### config.mk
export PLATFORM = sky130hd
export DESIGN_NAME = rx_core_sequencer
export DESIGN_NICKNAME = d
export VERILOG_FILES = /design/src/rtl/rx_seq_pkg.sv /design/src/rtl/sat_counter.sv /design/src/rtl/rx_core_sequencer.sv
export SDC_FILE = /design/constraint.sdc
export NUM_CORES = 1
export LEC_CHECK = 0
export BUFFER_PORTS_ARGS = -buffer_cell sky130_fd_sc_hd__buf_2
export CORE_MARGIN = 5
export CORE_UTILIZATION = 50
export DETAILED_ROUTE_END_ITERATION = 10
export HOLD_SLACK_MARGIN = 0.15
export PLACE_DENSITY = 0.81
export RECOVER_POWER = 50
export SYNTH_ARGS = -nofsm -noshare
export SYNTH_HDL_FRONTEND = slang
export SYNTH_SLANG_ARGS = --single-unit
### constraint.sdc
create_clock -name s00_axi_aclk -period 3.6 [get_ports s00_axi_aclk]
set_input_delay 0 -clock s00_axi_aclk [delete_from_list [all_inputs] [get_ports s00_axi_aclk]]
set_output_delay 0 -clock s00_axi_aclk [all_outputs]
set_load 0.01 [all_outputs]
### src/rtl/rx_seq_pkg.sv
// Shared state/cause encodings and default widths for the receive sequencer.
package rx_seq_pkg;

  localparam int CNT_WIDTH_DEF = 16;
  localparam int TO_WIDTH_DEF  = 16;
  localparam int SYM_WIDTH     = 15;

  typedef enum logic [2:0] {
    ST_IDLE     = 3'd0,
    ST_SYNC     = 3'd1,
    ST_HDR      = 3'd2,
    ST_DATA     = 3'd3,
    ST_FCS_WAIT = 3'd4,
    ST_RST      = 3'd5
  } seq_state_t;

  typedef enum logic [1:0] {
    CAUSE_NONE    = 2'd0,
    CAUSE_SYNC_TO = 2'd1,
    CAUSE_HDR_BAD = 2'd2,
    CAUSE_DATA_TO = 2'd3
  } abort_cause_t;

  // States in which the stall timer advances on sample strobes.
  function automatic logic is_timed(input seq_state_t s);
    return (s == ST_SYNC) || (s == ST_HDR) || (s == ST_DATA) || (s == ST_FCS_WAIT);
  endfunction

endpackage

### src/rtl/sat_counter.sv
// Saturating up-counter with a synchronous clear that beats increment.
module sat_counter #(
  parameter int W = 16
) (
  input  logic         clk,
  input  logic         rst_n,
  input  logic         clr,
  input  logic         inc,
  output logic [W-1:0] cnt
);

  always_ff @(posedge clk or negedge rst_n) begin
    if (!rst_n) begin
      cnt <= '0;
    end else if (clr) begin
      cnt <= '0;
    end else if (inc && (cnt != '1)) begin
      cnt <= cnt + W'(1);
    end
  end

endmodule

### src/rtl/rx_core_sequencer.sv
// Packet-level sequencer for the OFDM receive core: tracks each reception,
// aborts stalled/unsupported ones with a core reset pulse, keeps statistics.
module rx_core_sequencer
  import rx_seq_pkg::*;
#(
  parameter int CNT_WIDTH = CNT_WIDTH_DEF,
  parameter int TO_WIDTH  = TO_WIDTH_DEF
) (
  input  logic                 s00_axi_aclk,
  input  logic                 s00_axi_aresetn,
  input  logic                 cfg_enable,
  input  logic                 cfg_clr_cnt,
  input  logic [TO_WIDTH-1:0]  cfg_timeout_th,
  input  logic [3:0]           cfg_rst_len,
  input  logic                 sample_in_strobe,
  input  logic                 short_preamble_detected,
  input  logic                 long_preamble_detected,
  input  logic                 pkt_header_valid_strobe,
  input  logic                 pkt_header_valid,
  input  logic                 ht_unsupport,
  input  logic [14:0]          n_ofdm_sym,
  input  logic                 phy_len_valid,
  input  logic                 ofdm_symbol_eq_out_pulse,
  input  logic                 fcs_out_strobe,
  input  logic                 fcs_ok,
  output logic                 core_rst,
  output logic                 rx_busy,
  output logic [2:0]           seq_state,
  output logic [1:0]           last_abort_cause,
  output logic [CNT_WIDTH-1:0] pkt_cnt,
  output logic [CNT_WIDTH-1:0] fcs_err_cnt,
  output logic [CNT_WIDTH-1:0] abort_cnt
);

  seq_state_t              state, state_nxt;
  abort_cause_t            cause_nxt, cause_q;
  logic                    abort_go, pkt_inc, err_inc;
  logic [TO_WIDTH-1:0]     to_cnt, th_m1;
  logic                    timeout_hit, in_pkt, sym_exit;
  logic [SYM_WIDTH-1:0]    sym_cnt, len_q;
  logic                    len_valid;
  logic [3:0]              rst_cnt;

  assign th_m1       = cfg_timeout_th - TO_WIDTH'(1);
  assign timeout_hit = (cfg_timeout_th != '0) && sample_in_strobe && (to_cnt == th_m1);
  assign in_pkt      = (state == ST_DATA) || (state == ST_FCS_WAIT);
  // Without a latched length the data phase only ends on FCS or timeout.
  assign sym_exit    = len_valid && (sym_cnt == len_q);

  // Transition decision, ordered by event priority.
  always_comb begin
    state_nxt = state;
    abort_go  = 1'b0;
    cause_nxt = CAUSE_NONE;
    pkt_inc   = 1'b0;
    err_inc   = 1'b0;
    if (state == ST_RST) begin
      if (rst_cnt == 4'd0) state_nxt = ST_IDLE;
    end else if (!cfg_enable) begin
      state_nxt = ST_IDLE;
    end else if (in_pkt && fcs_out_strobe) begin
      state_nxt = ST_IDLE;
      pkt_inc   = 1'b1;
      err_inc   = ~fcs_ok;
    end else begin
      case (state)
        ST_IDLE: begin
          if (short_preamble_detected) state_nxt = ST_SYNC;
        end
        ST_SYNC: begin
          if (long_preamble_detected) begin
            state_nxt = ST_HDR;
          end else if (timeout_hit) begin
            abort_go  = 1'b1;
            cause_nxt = CAUSE_SYNC_TO;
          end
        end
        ST_HDR: begin
          if (pkt_header_valid_strobe) begin
            if (pkt_header_valid && !ht_unsupport) begin
              state_nxt = ST_DATA;
            end else begin
              abort_go  = 1'b1;
              cause_nxt = CAUSE_HDR_BAD;
            end
          end else if (timeout_hit) begin
            abort_go  = 1'b1;
            cause_nxt = CAUSE_SYNC_TO;
          end
        end
        ST_DATA: begin
          if (sym_exit) begin
            state_nxt = ST_FCS_WAIT;
          end else if (timeout_hit) begin
            abort_go  = 1'b1;
            cause_nxt = CAUSE_DATA_TO;
          end
        end
        ST_FCS_WAIT: begin
          if (timeout_hit) begin
            abort_go  = 1'b1;
            cause_nxt = CAUSE_DATA_TO;
          end
        end
        default: state_nxt = ST_IDLE;
      endcase
      if (abort_go) state_nxt = ST_RST;
    end
  end

  always_ff @(posedge s00_axi_aclk or negedge s00_axi_aresetn) begin
    if (!s00_axi_aresetn) begin
      state     <= ST_IDLE;
      cause_q   <= CAUSE_NONE;
      to_cnt    <= '0;
      sym_cnt   <= '0;
      len_q     <= '0;
      len_valid <= 1'b0;
      rst_cnt   <= '0;
      core_rst  <= 1'b0;
      rx_busy   <= 1'b0;
    end else begin
      state    <= state_nxt;
      core_rst <= (state_nxt == ST_RST);
      rx_busy  <= (state_nxt != ST_IDLE);

      if (state_nxt != state) begin
        to_cnt <= '0;
      end else if ((state == ST_DATA) && ofdm_symbol_eq_out_pulse) begin
        to_cnt <= '0;
      end else if (is_timed(state) && sample_in_strobe) begin
        to_cnt <= to_cnt + TO_WIDTH'(1);
      end

      // A length from a previous packet must never end the next one early.
      if (state == ST_IDLE) begin
        len_valid <= 1'b0;
      end else if (((state == ST_HDR) || (state == ST_DATA)) && phy_len_valid) begin
        len_q     <= n_ofdm_sym;
        len_valid <= 1'b1;
      end

      if ((state == ST_HDR) && (state_nxt == ST_DATA)) begin
        sym_cnt <= '0;
      end else if ((state == ST_DATA) && ofdm_symbol_eq_out_pulse) begin
        sym_cnt <= sym_cnt + SYM_WIDTH'(1);
      end

      if (abort_go) begin
        rst_cnt <= cfg_rst_len;
        cause_q <= cause_nxt;
      end else if ((state == ST_RST) && (rst_cnt != 4'd0)) begin
        rst_cnt <= rst_cnt - 4'd1;
      end
    end
  end

  assign seq_state        = state;
  assign last_abort_cause = cause_q;

  sat_counter #(.W(CNT_WIDTH)) u_pkt_cnt (
    .clk   (s00_axi_aclk),
    .rst_n (s00_axi_aresetn),
    .clr   (cfg_clr_cnt),
    .inc   (pkt_inc),
    .cnt   (pkt_cnt)
  );

  sat_counter #(.W(CNT_WIDTH)) u_fcs_err_cnt (
    .clk   (s00_axi_aclk),
    .rst_n (s00_axi_aresetn),
    .clr   (cfg_clr_cnt),
    .inc   (err_inc),
    .cnt   (fcs_err_cnt)
  );

  sat_counter #(.W(CNT_WIDTH)) u_abort_cnt (
    .clk   (s00_axi_aclk),
    .rst_n (s00_axi_aresetn),
    .clr   (cfg_clr_cnt),
    .inc   (abort_go),
    .cnt   (abort_cnt)
  );

endmodule

# After elaboration in Yosys (flattened, before gate mapping)
# Cells that the tools add are included.
[word_totals] output_inout_bits=55 elab_cells=120 ff_bits=106
[op_classes] n_reduce_logical=32 n_eq_ne=13 addsub=7 n_mux=54 bitwise_logic=2
[op_table] operator="$mux W16" n=9
[op_table] operator="$add A16 B1 Y16 const B" n=4
[op_table] operator="$ne A16 B16 Y1 const B" n=3
[op_table] operator="$mux W15" n=2
[op_table] operator="$mux W3" n=10
[op_table] operator="$mux W1" n=21
[op_table] operator="$eq A16 B16 Y1" n=1
[op_table] operator="$reduce_bool A16 Y1" n=1
[op_table] operator="$sub A16 B1 Y16 const B" n=1
[op_table] operator="$add A15 B1 Y15 const B" n=1
[op_table] operator="$eq A15 B15 Y1" n=1
[op_table] operator="$pmux W3 S5" n=1
[op_table] operator="$mux W2" n=7
[op_table] operator="$logic_and A1 B1 Y1" n=13
[op_table] operator="$reduce_bool A2 Y1" n=6
[op_table] operator="$eq A3 B2 Y1 const B" n=3
[op_table] operator="$eq A3 B3 Y1 const B" n=3
[op_table] operator="$mux W4" n=2
[op_table] operator="$pmux W2 S4" n=1
[op_table] operator="$reduce_bool A3 Y1" n=2
[op_table] operator="$logic_or A1 B1 Y1" n=5
[op_table] operator="$logic_not A4 Y1" n=1
[op_table] operator="$pmux W1 S4" n=1
[op_table] operator="$reduce_bool A4 Y1" n=1
[op_table] operator="other kinds (7)" n=8

# Logic depth before layout (Yosys ltp)
# Gate-level depths: netlist of the first run.
[logic_depth] ltp_word=16 mapped_depth=12

# Cells and area by module
# A second synthesis of the first run with hierarchy kept.
[unflattened] cells_unflattened=676 area_unflattened_um2=6597.6
[modules_own_cells] mod="rx_core_sequencer" seq_area_each_um2=1451.4 area_each_um2=3782.4 cells_each=386 instances=1
[modules_own_cells] mod="sat_counter (u_abort_cnt ...)" seq_area_each_um2=400.4 area_each_um2=942.2 cells_each=98 instances=2
[modules_own_cells] mod="sat_counter (u_pkt_cnt)" seq_area_each_um2=400.4 area_each_um2=930.9 cells_each=94 instances=1

# Worst setup path after synthesis of the first run
# No wires, ideal clock.
[synth_timing] path_type="reg2reg" from="register sym_cnt[6]" to="register to_cnt[11]" path_buffers=3 setup_time_ns=0.086 synth_period_minus_slack_ns=2.681 path_slack_ns=0.919 path_stages_with_launch=12 t_arrival_ns=2.594 cell_sequence="dfrtp_1 > clkbuf_1 > xnor2_1 > nand4_1 > or4_1 > a211oi_2 > nor3b_1 > and3b_1 > clkbuf_1 > clkbuf_1 > or3_1 > nor3_1"
[synth_between] elab_chain_cells=13 elab_cells_between_ends=16 cone_classes="eq/ne (2); mux (12); reduce/logical (2)"
[synth_rtl] item="start, declared" line_no="rx_core_sequencer.sv:40" rtl="logic [SYM_WIDTH-1:0] sym_cnt, len_q;"
[synth_rtl] item="start signal, assigned" line_no="rx_core_sequencer.sv:146" rtl="sym_cnt <= sym_cnt + SYM_WIDTH'(1);"
[synth_rtl] item="$eq A15 B15 Y1 (*)" line_no="rx_core_sequencer.sv:48" rtl="assign sym_exit = len_valid && (sym_cnt == len_q);"
[synth_rtl] item="$logic_and A1 B1 Y1 (*)" line_no="rx_core_sequencer.sv:48"
[synth_rtl] item="$mux W1" line_no="rx_core_sequencer.sv:92" rtl="if (sym_exit) begin"
[synth_rtl] item="$pmux W1 S4" line_no="rx_core_sequencer.sv:66" rtl="case (state)"
[synth_rtl] item="$mux W1" line_no="rx_core_sequencer.sv:61" rtl="end else if (in_pkt && fcs_out_strobe) begin"
[synth_rtl] item="$mux W1" line_no="rx_core_sequencer.sv:59" rtl="end else if (!cfg_enable) begin"
[synth_rtl] item="$mux W1" line_no="rx_core_sequencer.sv:57" rtl="if (state == ST_RST) begin"
[synth_rtl] item="$mux W3 (*)" line_no="rx_core_sequencer.sv:107" rtl="if (abort_go) state_nxt = ST_RST;"
[synth_rtl] item="$mux W3 (*)" line_no="rx_core_sequencer.sv:61"
[synth_rtl] item="$mux W3 (*)" line_no="rx_core_sequencer.sv:59"
[synth_rtl] item="$mux W3 (*)" line_no="rx_core_sequencer.sv:57"
[synth_rtl] item="$ne A3 B3 Y1 (*)" line_no="rx_core_sequencer.sv:127" rtl="if (state_nxt != state) begin"
[synth_rtl] item="$reduce_bool A3 Y1 (no line) or $mux W16 (tied branches)"
[synth_rtl] item="end signal, assigned" line_no="rx_core_sequencer.sv:132" rtl="to_cnt <= to_cnt + TO_WIDTH'(1);"
[synth_rtl] item="end, declared" line_no="rx_core_sequencer.sv:38" rtl="logic [TO_WIDTH-1:0] to_cnt, th_m1;"
# Mark *: on every way between the ends. The rest lies on a longest branch, timed or not. The select of a mux whose other input is x is not followed.
# A chain may end at the register's enable or synchronous reset.

# Final worst setup path of the first run
[layout_timing] from="register sym_cnt[6]" to="register rst_cnt[2]"
[layout_between] elab_chain_cells=11 elab_cells_between_ends=12 cone_classes="eq/ne (1); mux (9); reduce/logical (2)"
[layout_rtl] item="$eq A15 B15 Y1 (*)" line_no="rx_core_sequencer.sv:48"
[layout_rtl] item="$logic_and A1 B1 Y1 (*)" line_no="rx_core_sequencer.sv:48"
[layout_rtl] item="$mux W1 (*)" line_no="rx_core_sequencer.sv:92"
[layout_rtl] item="$pmux W1 S4 (*)" line_no="rx_core_sequencer.sv:66"
[layout_rtl] item="$mux W1 (*)" line_no="rx_core_sequencer.sv:61"
[layout_rtl] item="$mux W1 (*)" line_no="rx_core_sequencer.sv:59"
[layout_rtl] item="$mux W1 (*)" line_no="rx_core_sequencer.sv:57"
[layout_rtl] item="$mux W1 (*)" line_no="rx_core_sequencer.sv:61"
[layout_rtl] item="$mux W1 (*)" line_no="rx_core_sequencer.sv:59"
[layout_rtl] item="$mux W1 (*)" line_no="rx_core_sequencer.sv:57"
[layout_rtl] item="$mux W4 or $reduce_bool A2 Y1 (tied branches)"
[layout_rtl] item="end signal, assigned" line_no="rx_core_sequencer.sv:150" rtl="rst_cnt <= cfg_rst_len;"
[layout_rtl] item="end signal, assigned" line_no="rx_core_sequencer.sv:153" rtl="rst_cnt <= rst_cnt - 4'd1;"
[layout_rtl] item="end, declared" line_no="rx_core_sequencer.sv:42" rtl="logic [3:0] rst_cnt;"
# Marks and branches as above.

==> results of run 1 <==
worst max-delay path: cells and delay by family, from the launching register on:
kind | cells | cell delay [ps]
flip-flops | 1 | 450
XOR/XNOR | 1 | 170
multiplexers | 1 | 360
AND/OR/NAND/NOR | 3 | 1120
AO/OA/AOI/OAI | 2 | 860
flip-flops by register name (all words and copies together), names as in the netlist:
name	cells
u_pkt_cnt.cnt	16
last_abort_cause	2
len_q	15
rst_cnt	4
core_rst	1
sym_cnt	15
seq_state	3
to_cnt	16
u_abort_cnt.cnt	16
rx_busy	1
len_valid	1
u_fcs_err_cnt.cnt	16
path summary, 6_finish.rpt:
kind / end / slack, ps / cells past startpoint
min: sym_cnt[0]$_DFFE_PN0P_ / 200 / 4
max: rst_cnt[2]$_DFFE_PN0P_ / 530 / 7
min reg2reg: len_q[14]$_DFFE_PN0P_ / 540 / 1
max reg2reg: rst_cnt[2]$_DFFE_PN0P_ / 530 / 7
max in group asynchronous: u_pkt_cnt.cnt[15]$_DFFE_PN0P_ / 770 / 3
min in group asynchronous: u_abort_cnt.cnt[7]$_DFFE_PN0P_ / 930 / 2
cell families after synthesis:
logic type | Yosys count | synth area share, %
simple gates | 309 | 26.7
flops | 106 | 42.4
xor+xnor | 92 | 13.1
compound gates | 87 | 8.79
buf+inv | 40 | 2.70
mux | 26 | 4.80
fa+ha+maj | 8 | 1.60
per-layer routing:
metal | part of all wire, % | routed length, um | vias to the layer above
li1 | - | - | 2615
met1 | 43 | 6770 | 2679
met2 | 49 | 7740 | 172
met3 | 4.8 | 743 | 26
met4 | 2.5 | 385 | 0
met5 | 0 | 0 | -
layout make-up:
class | instances | area share [%]
Multi-Input combinational cell | 522 | 46.5
Sequential cell | 106 | 35.8
Timing Repair Buffer | 135 | 9.99
Clock buffer | 10 | 3.23
Tap cell | 168 | 2.84
Clock inverter | 6 | 0.981
Inverter | 12 | 0.609
stage by stage:
step                util [%]  total power [uW]  cells  instance area (um^2)
detailed placement      57.0              1890    920                  6930
global placement        57.0              1860    920                  6930
finish                  60.8              2930    959                  7400
floorplan                  -              1730    668                  6260
global route            60.8              3050    959                  7400
CTS                     61.5              2950    959                  7480
cells in the mapped netlist, types with 3 or more instances:
cell      number  area, um^2
nand2b_1       7        43.8
nor3_1        35         175
clkbuf_1      21        78.8
nor4b_1        3        26.3
xor2_1        49         429
xnor2_1       42         368
and4_1         7        61.3
nor2_1        72         270
dfrtp_1      106        2650
and3_1        18         113
or3_1         33         206
mux2_2        15         169
a21oi_1       27         135
o211ai_1       4        30.0
inv_1         12        45.0
and2_1         3        18.8
or4_1          4        30.0
nor2b_1        4        25.0
nand4_1       23         144
nand3_1       36         180
o21ai_0       27         135
a21o_1         3        22.5
mux2i_1        6        60.1
nand2_1       38         143
nor4_1         5        31.3
buf_2          3        15.0
o21a_1         3        22.5
mux2_1         3        33.8
ha_1           8         100
nor3b_1        7        52.6
repair_timing:
action / 4_1_cts / 5_1_grt
setup buffers: 0 / 0
resized for setup: 0 / 0
hold buffers: 23 / 0
hold endpoints to repair: 62 / 0
power by group through the flow:
stage	Clock (uW)	Combinational [uW]	Sequential [uW]
finish	1030	490	1410
global route	1090	540	1420
CTS	1050	492	1400
detailed placement	0	468	1430
global placement	0	448	1420
floorplan	0	333	1390
==> results.cfg, run 1 <==
[run_status]
status = finished, violations left
violations = max-capacitance violations, max-slew violations

[sta]
period_minus_slack_ps = 3070
setup_viol = 0
final_max_slew_viol_count = 43
tns_ps = 0
hold_viol = 0
min_period_over_period_pct = 85.3
worstMarginPinSlew_ps = 2410
skew_ps = 9.31
max_freq_mhz = 326
worst_hold_slack_ps = 202
relSlewSlack_pct = -61.0
setup_ws_ps = 528
rsz0062_at_grt = false

[cells_and_area]
final_common_cell = dfrtp_1
layout_common_cells = 106 x dfrtp_1, 72 x nor2_1, 55 x clkbuf_1, 49 x xor2_1, 48 x buf_2
regArea_um2 = 2650
fillCellCount = 1045
multiInputGateArea_um2 = 3440
antenna_cells = 0
drive_above_1_share_pct = 13.0
final_nets = 843
syn_to_final_growth_pct = 18.2

[global_routing]
grt_overflow_total = 0
grt_pass1_vias = 5329
grt_use_met2_pct = 35.7
antenna_found_initial = 0
grt_max_degree = 52
grt_pass1_wl_mm = 25.4
met1_usage_pct = 27.3
grtUsageMet3_pct = 2.92
grt-busiest-layer = met2
grt_usage_pct = 21.0

[placed_design]
dp_hpwl_mm = 11.2
place_ws_ps = 451
gp_congestion = 0.924
io_buffers = 103

[setup_path]
startpoint_type = register
crit_path_max_fanout = 33
crit_chain = xnor2_1 > nand4_1 > or4_1 > a211oi_2 > o21a_2 > nand2b_1 > mux2_1
end_kind = register
cp_slowest_cell = or4_1
arrival_ps = 3300
crit_start = sym_cnt[6]$_DFFE_PN0P_
r2r-start = sym_cnt[6]$_DFFE_PN0P_
crit_type = register to register
cp_slowest_stage_delay_ps = 650
crit_required_ps = 3830

[yosys]
syn_inst = 668
synthFlopType = dfrtp_1
seq_area_frac_synth_pct = 42.4
ys_ff_latch = 106
yosysWarnings = 0
synth_edf_count = 0
syn_nets = 725
syn_area_per_cell_um2 = 9.37
syn_area_um2 = 6260
synth_cell_types = 63
synthArstFlopShare_pct = 100

[min_path]
hp-start = ofdm_symbol_eq_out_pulse
hold_class = input port to register

[pwr]
seqPwrFrac_pct = 48.0
p_sw_share_pct = 27.6
power_density_nw_per_um2 = 396
internal-power_uw = 2120
power_frac_clock_pct = 35.2
comb_power_share_pct = 16.7
peakVddDrop_mv = 0.335
p_leak_uw = 0.00314
p_sw_uw = 807

[clock_network]
cts_tree = done
cts_root_buffer = clkbuf_16
worst_skew_pair.late_latency_ps = 350
htreeDepth = 3
cts_buffer_depth = 2
path_clk_slew_ps = 80
cts.sinks = 106
numCtsBuffers = 9

[floorplanning]
coreArea_um2 = 12200
die_h_um = 122
start_util_pct = 51.5
die_x_um = 122
row_count = 40
die_area_um2 = 14900
ioPinCount = 104

[routing]
viasPerCell = 5.73
drt-initial-drc-count = 379
remaining_drc_errors = 0
drt-total-wl_mm = 15.6
via_count = 5492
drt_first_pass_iters = 5
avgRoutedWirePerCell_um = 16.3
ant_nets = 0

[flow_run]
maxCapViolations = 1
Power figures use the tool's default switching activity.
==> inputs of run 2 (changes only) <==
Settings changed: PLACE_DENSITY 0.81 to 0.72.
==> results.cfg, run 2 (same netlist as run 1, synthesis figures left out) <==
[run_status]
status = finished, violations left
violations = max-capacitance violations, max-slew violations

[setup_path]
r2r-start = sym_cnt[6]$_DFFE_PN0P_
reg2reg_depth = 7
crit_path_max_fanout = 33
end_kind = register
r2r_slack_ps = 460
crit_start = sym_cnt[6]$_DFFE_PN0P_
crit_type = register to register
startpoint_type = register
arrival_ps = 3360
timing.rr.end = rst_cnt[2]$_DFFE_PN0P_
cp-endpoint = rst_cnt[2]$_DFFE_PN0P_
crit_required_ps = 3820

[routing]
drt_first_pass_iters = 7
ant_nets = 0
viasPerCell = 5.69
avgRoutedWirePerCell_um = 15.9
via_count = 5441
drt-total-wl_mm = 15.2
remaining_drc_errors = 0
drt-initial-drc-count = 289

[sta]
setup_viol = 0
worstMarginPinSlew_ps = 2720
period_minus_slack_ps = 3140
setup_ws_ps = 461
max_freq_mhz = 319
skew_ps = 7.63
final_max_slew_viol_count = 50
min_period_over_period_pct = 87.2
hold_viol = 0
tns_ps = 0
worst_hold_slack_ps = 166
relSlewSlack_pct = -81.3
rsz0062_at_grt = false

[placed_design]
place_ws_ps = 486
gp_congestion = 0.890
dp_hpwl_mm = 11.0
dp.cells = 919
io_buffers = 103

[global_routing]
antenna_found_initial = 2
grt_usage_pct = 21.0
grt_pass1_wl_mm = 25.5
grt_pass1_vias = 5375
grt_max_degree = 52
grt_overflow_total = 0

[pwr]
seqPwrFrac_pct = 50.4
peakVddDrop_mv = 0.261
internal-power_uw = 2020
p_sw_uw = 771
p_leak_uw = 0.00311
comb_power_share_pct = 17.3
p_sw_share_pct = 27.6
power_frac_clock_pct = 32.4
power_density_nw_per_um2 = 380

[floorplanning]
die_h_um = 122
die_x_um = 122
row_count = 40
die_area_um2 = 14900
coreArea_um2 = 12200
ioPinCount = 104
start_util_pct = 51.5

[cells_and_area]
final_common_cell = dfrtp_1
final_cells = 957
layout_common_cells = 106 x dfrtp_1, 72 x nor2_1, 55 x clkbuf_1, 49 x xor2_1, 48 x buf_2
final_nets = 841
drive_above_1_share_pct = 12.8
syn_to_final_growth_pct = 17.3
fillCellCount = 1076
final_util_pct = 60.4

[clock_network]
cts_buffer_depth = 2
post_cts_buffers = 0
worst_skew_pair.late_latency_ps = 340
numCtsBuffers = 9
htreeDepth = 3
cts_tree = done
path_clk_slew_ps = 70
cts.sinks = 106
cts_root_buffer = clkbuf_16

[min_path]
hold_class = input port to register

[flow_run]
maxCapViolations = 1
-- run 2: how the worst min path moves through the flow --
stage | startpoint | end | slack, ps | cells past startpoint
6_report | pkt_header_valid_strobe | last_abort_cause[1]$_DFFE_PN0P_ | 170 | 4
5_1_grt | pkt_header_valid_strobe | last_abort_cause[1]$_DFFE_PN0P_ | 210 | 4
4_1_cts | pkt_header_valid_strobe | last_abort_cause[1]$_DFFE_PN0P_ | 160 | 4
3_5_place_dp | s00_axi_aresetn | sym_cnt[8]$_DFFE_PN0P_ | 70 | 1
3_3_place_gp | s00_axi_aresetn | len_q[7]$_DFFE_PN0P_ | 70 | 1
2_1_floorplan | s00_axi_aresetn | core_rst$_DFF_PN0_ | -300 | 0
-- run 2: per-layer routing --
metal | part of all wire, % | up-vias | global-route usage [%]
met4 | 1.6 | 2 | 6.23
met5 | 0.12 | - | 0
li1 | - | 2617 | -
met2 | 49 | 145 | 35.4
met1 | 43 | 2657 | 27.7
met3 | 5.8 | 20 | 4.09
-- run 2: through the flow --
step,power (uW),cell area [um^2]
floorplan,1730,6260
global placement,1870,6930
detailed placement,1890,6930
CTS,2820,7420
global route,2930,7350
finish,2790,7350
-- run 2: final cells by class --
type	count	area, um^2	area share, %
Antenna cell	1	2.50	0.0341
Clock buffer	9	225	3.07
Clock inverter	6	43.8	0.596
Inverter	12	45.0	0.613
Multi-Input combinational cell	522	3440	46.8
Sequential cell	106	2650	36.1
Tap cell	168	210	2.86
Timing Repair Buffer	133	727	9.89
-- run 2: power by group through the flow --
stage               clock [uW]  sequential [uW]  combinational (uW)
CTS                        928             1400                 487
floorplan                    0             1390                 333
global route               972             1420                 542
finish                     903             1400                 481
detailed placement           0             1420                 465
global placement             0             1420                 450
-- run 2: worst max-delay path, stage by stage, from the launching register on --
cell	delay [ps]
dfrtp_1	450
xnor2_1	190
nand4_1	120
or4_1	660
a211oi_2	330
o21a_2	530
nand2b_1	370
mux2_1	370
-- run 2: what timing repair did --
| action | CTS | global route |
|---|---|---|
| hold buffers | 22 | 0 |
| resized for setup | 0 | 0 |
| hold endpoints to repair | 68 | 0 |
==> inputs of run 3 (changes only) <==
Settings changed: CELL_PAD_IN_SITES_DETAIL_PLACEMENT set to 1, CELL_PAD_IN_SITES_GLOBAL_PLACEMENT set to 1, CORE_UTILIZATION 50 to 44, PLACE_DENSITY 0.72 to not set, PLACE_DENSITY_LB_ADDON set to 0.1.
==> results.cfg, run 3 (same netlist as run 1, synthesis figures left out) <==
[setup_path]
cp_slowest_stage_delay_ps = 660
cp_slowest_cell = or4_1
reg2reg_depth = 7
crit_type = register to register
end_kind = register
startpoint_type = register
crit_chain = xnor2_1 > nand4_1 > or4_1 > a211oi_2 > o21a_2 > nand2b_1 > mux2_1
arrival_ps = 3470
crit_required_ps = 3830
crit_path_max_fanout = 33

[clock_network]
worst_skew_pair.late_latency_ps = 350
numCtsBuffers = 9
post_cts_buffers = 0
cts_root_buffer = clkbuf_16
cts_tree = done
htreeDepth = 3
path_clk_slew_ps = 70
cts_resized = 0
cts-hold-fix-buffers = 23
cts.sinks = 106
cts_buffer_depth = 2

[sta]
min_period_over_period_pct = 90.1
setup_viol = 0
skew_ps = 9.54
hold_viol = 0
relSlewSlack_pct = -85.9
worstMarginPinSlew_ps = 2790
max_freq_mhz = 308
period_minus_slack_ps = 3240
final_max_slew_viol_count = 51
rsz0062_at_grt = false
tns_ps = 0

[global_routing]
grt_use_met2_pct = 36.5
grt_max_degree = 52
met1_usage_pct = 27.9
grt-busiest-layer = met2
grt_pass1_wl_mm = 29.1
grt_pass1_vias = 5850
grt_overflow_total = 0
antenna_found_initial = 2
grtUsageMet3_pct = 3.96
grt_usage_pct = 21.5

[min_path]
min_path_cells = 4
hold_class = input port to register

[flow_run]
maxCapViolations = 1

[routing]
via_count = 5426
drt-initial-drc-count = 191
viasPerCell = 5.59
ant_nets = 0
drt-total-wl_mm = 17.3
remaining_drc_errors = 0
avgRoutedWirePerCell_um = 17.8
drt_first_pass_iters = 4

[pwr]
p_leak_uw = 0.00312
peakVddDrop_mv = 0.241
power_density_nw_per_um2 = 390

[placed_design]
dp_hpwl_mm = 12.5
gp_congestion = 0.816
io_buffers = 103

[cells_and_area]
final_util_pct = 53.0
multiInputGateArea_um2 = 3440
drive_above_1_share_pct = 12.5
antenna_cells = 0
final_common_cell = dfrtp_1
regArea_um2 = 2650
layout_common_cells = 106 x dfrtp_1, 72 x nor2_1, 58 x clkbuf_1, 49 x xor2_1, 48 x buf_2
syn_to_final_growth_pct = 18.0
fillCellCount = 1670
final_nets = 843

[floorplanning]
die_h_um = 129
die_area_um2 = 16700
coreArea_um2 = 13900
ioPinCount = 104
row_count = 43
die_x_um = 129
start_util_pct = 44.9

[run_status]
violations = max-capacitance violations, max-slew violations
status = finished, violations left
run 3: cell count changes in the layout (fill, tap and decap cells not counted):
cell           before  now
buf_4               8    7
bufinv_16           0    1
clkbuf_1           55   58
clkbuf_4            0    1
clkinv_2            2    1
clkinvlp_4          3    1
diode_2             1    0
dlygate4sd3_1      22   23
inv_6               0    1
inv_8               1    0
run 3: where the power goes:
group	internal, uW	switching, uW
Combinational	249	250
Sequential	1300	96.5
Clock	538	444
Total	2090	790
run 3: per-stage QoR:
step,worst slack (ps),hold WS [ps],std cells,instance area (um^2),total power (uW)
floorplan,919,-296,668,6260,1730
global placement,555,64.8,932,6950,1880
detailed placement,353,79.6,932,6950,1910
CTS,345,172,970,7460,2920
global route,75.3,236,970,7390,3030
finish,358,178,970,7390,2880
run 3: critical path: cells and delay by family (launching register included):
kind	cells	cell delay [ps]
AOI/OAI and AO/OA	2	940
xor gates and xnor gates	1	190
DFF	1	460
muxes	1	360
and+or+nand+nor	3	1170
run 3: layout make-up:
type	instances	share of cell area [%]
Timing Repair Buffer	135	10.0
Clock inverter	4	0.694
Sequential cell	106	35.9
Multi-Input combinational cell	522	46.6
Tap cell	180	3.05
Inverter	12	0.610
Clock buffer	11	3.15
run 3: per-layer routing:
layer	vias to the layer above	share of wire [%]
met5	-	0.11
met4	4	1.6
li1	2611	-
met3	22	4.0
met1	2711	45
met2	78	49
run 3: path summary, 6_finish.rpt:
| kind | from | end | slack [ps] |
|---|---|---|---|
| worst max register to register | sym_cnt[6]$_DFFE_PN0P_ | last_abort_cause[1]$_DFFE_PN0P_ | 360 |
| worst min register to register | len_q[9]$_DFFE_PN0P_ | len_q[9]$_DFFE_PN0P_ | 530 |
| max in group asynchronous | s00_axi_aresetn | u_pkt_cnt.cnt[13]$_DFFE_PN0P_ | 700 |
| worst max-delay path | sym_cnt[6]$_DFFE_PN0P_ | last_abort_cause[1]$_DFFE_PN0P_ | 360 |
| min in group asynchronous | s00_axi_aresetn | to_cnt[15]$_DFFE_PN0P_ | 1080 |
| worst min-delay path | ofdm_symbol_eq_out_pulse | sym_cnt[0]$_DFFE_PN0P_ | 180 |
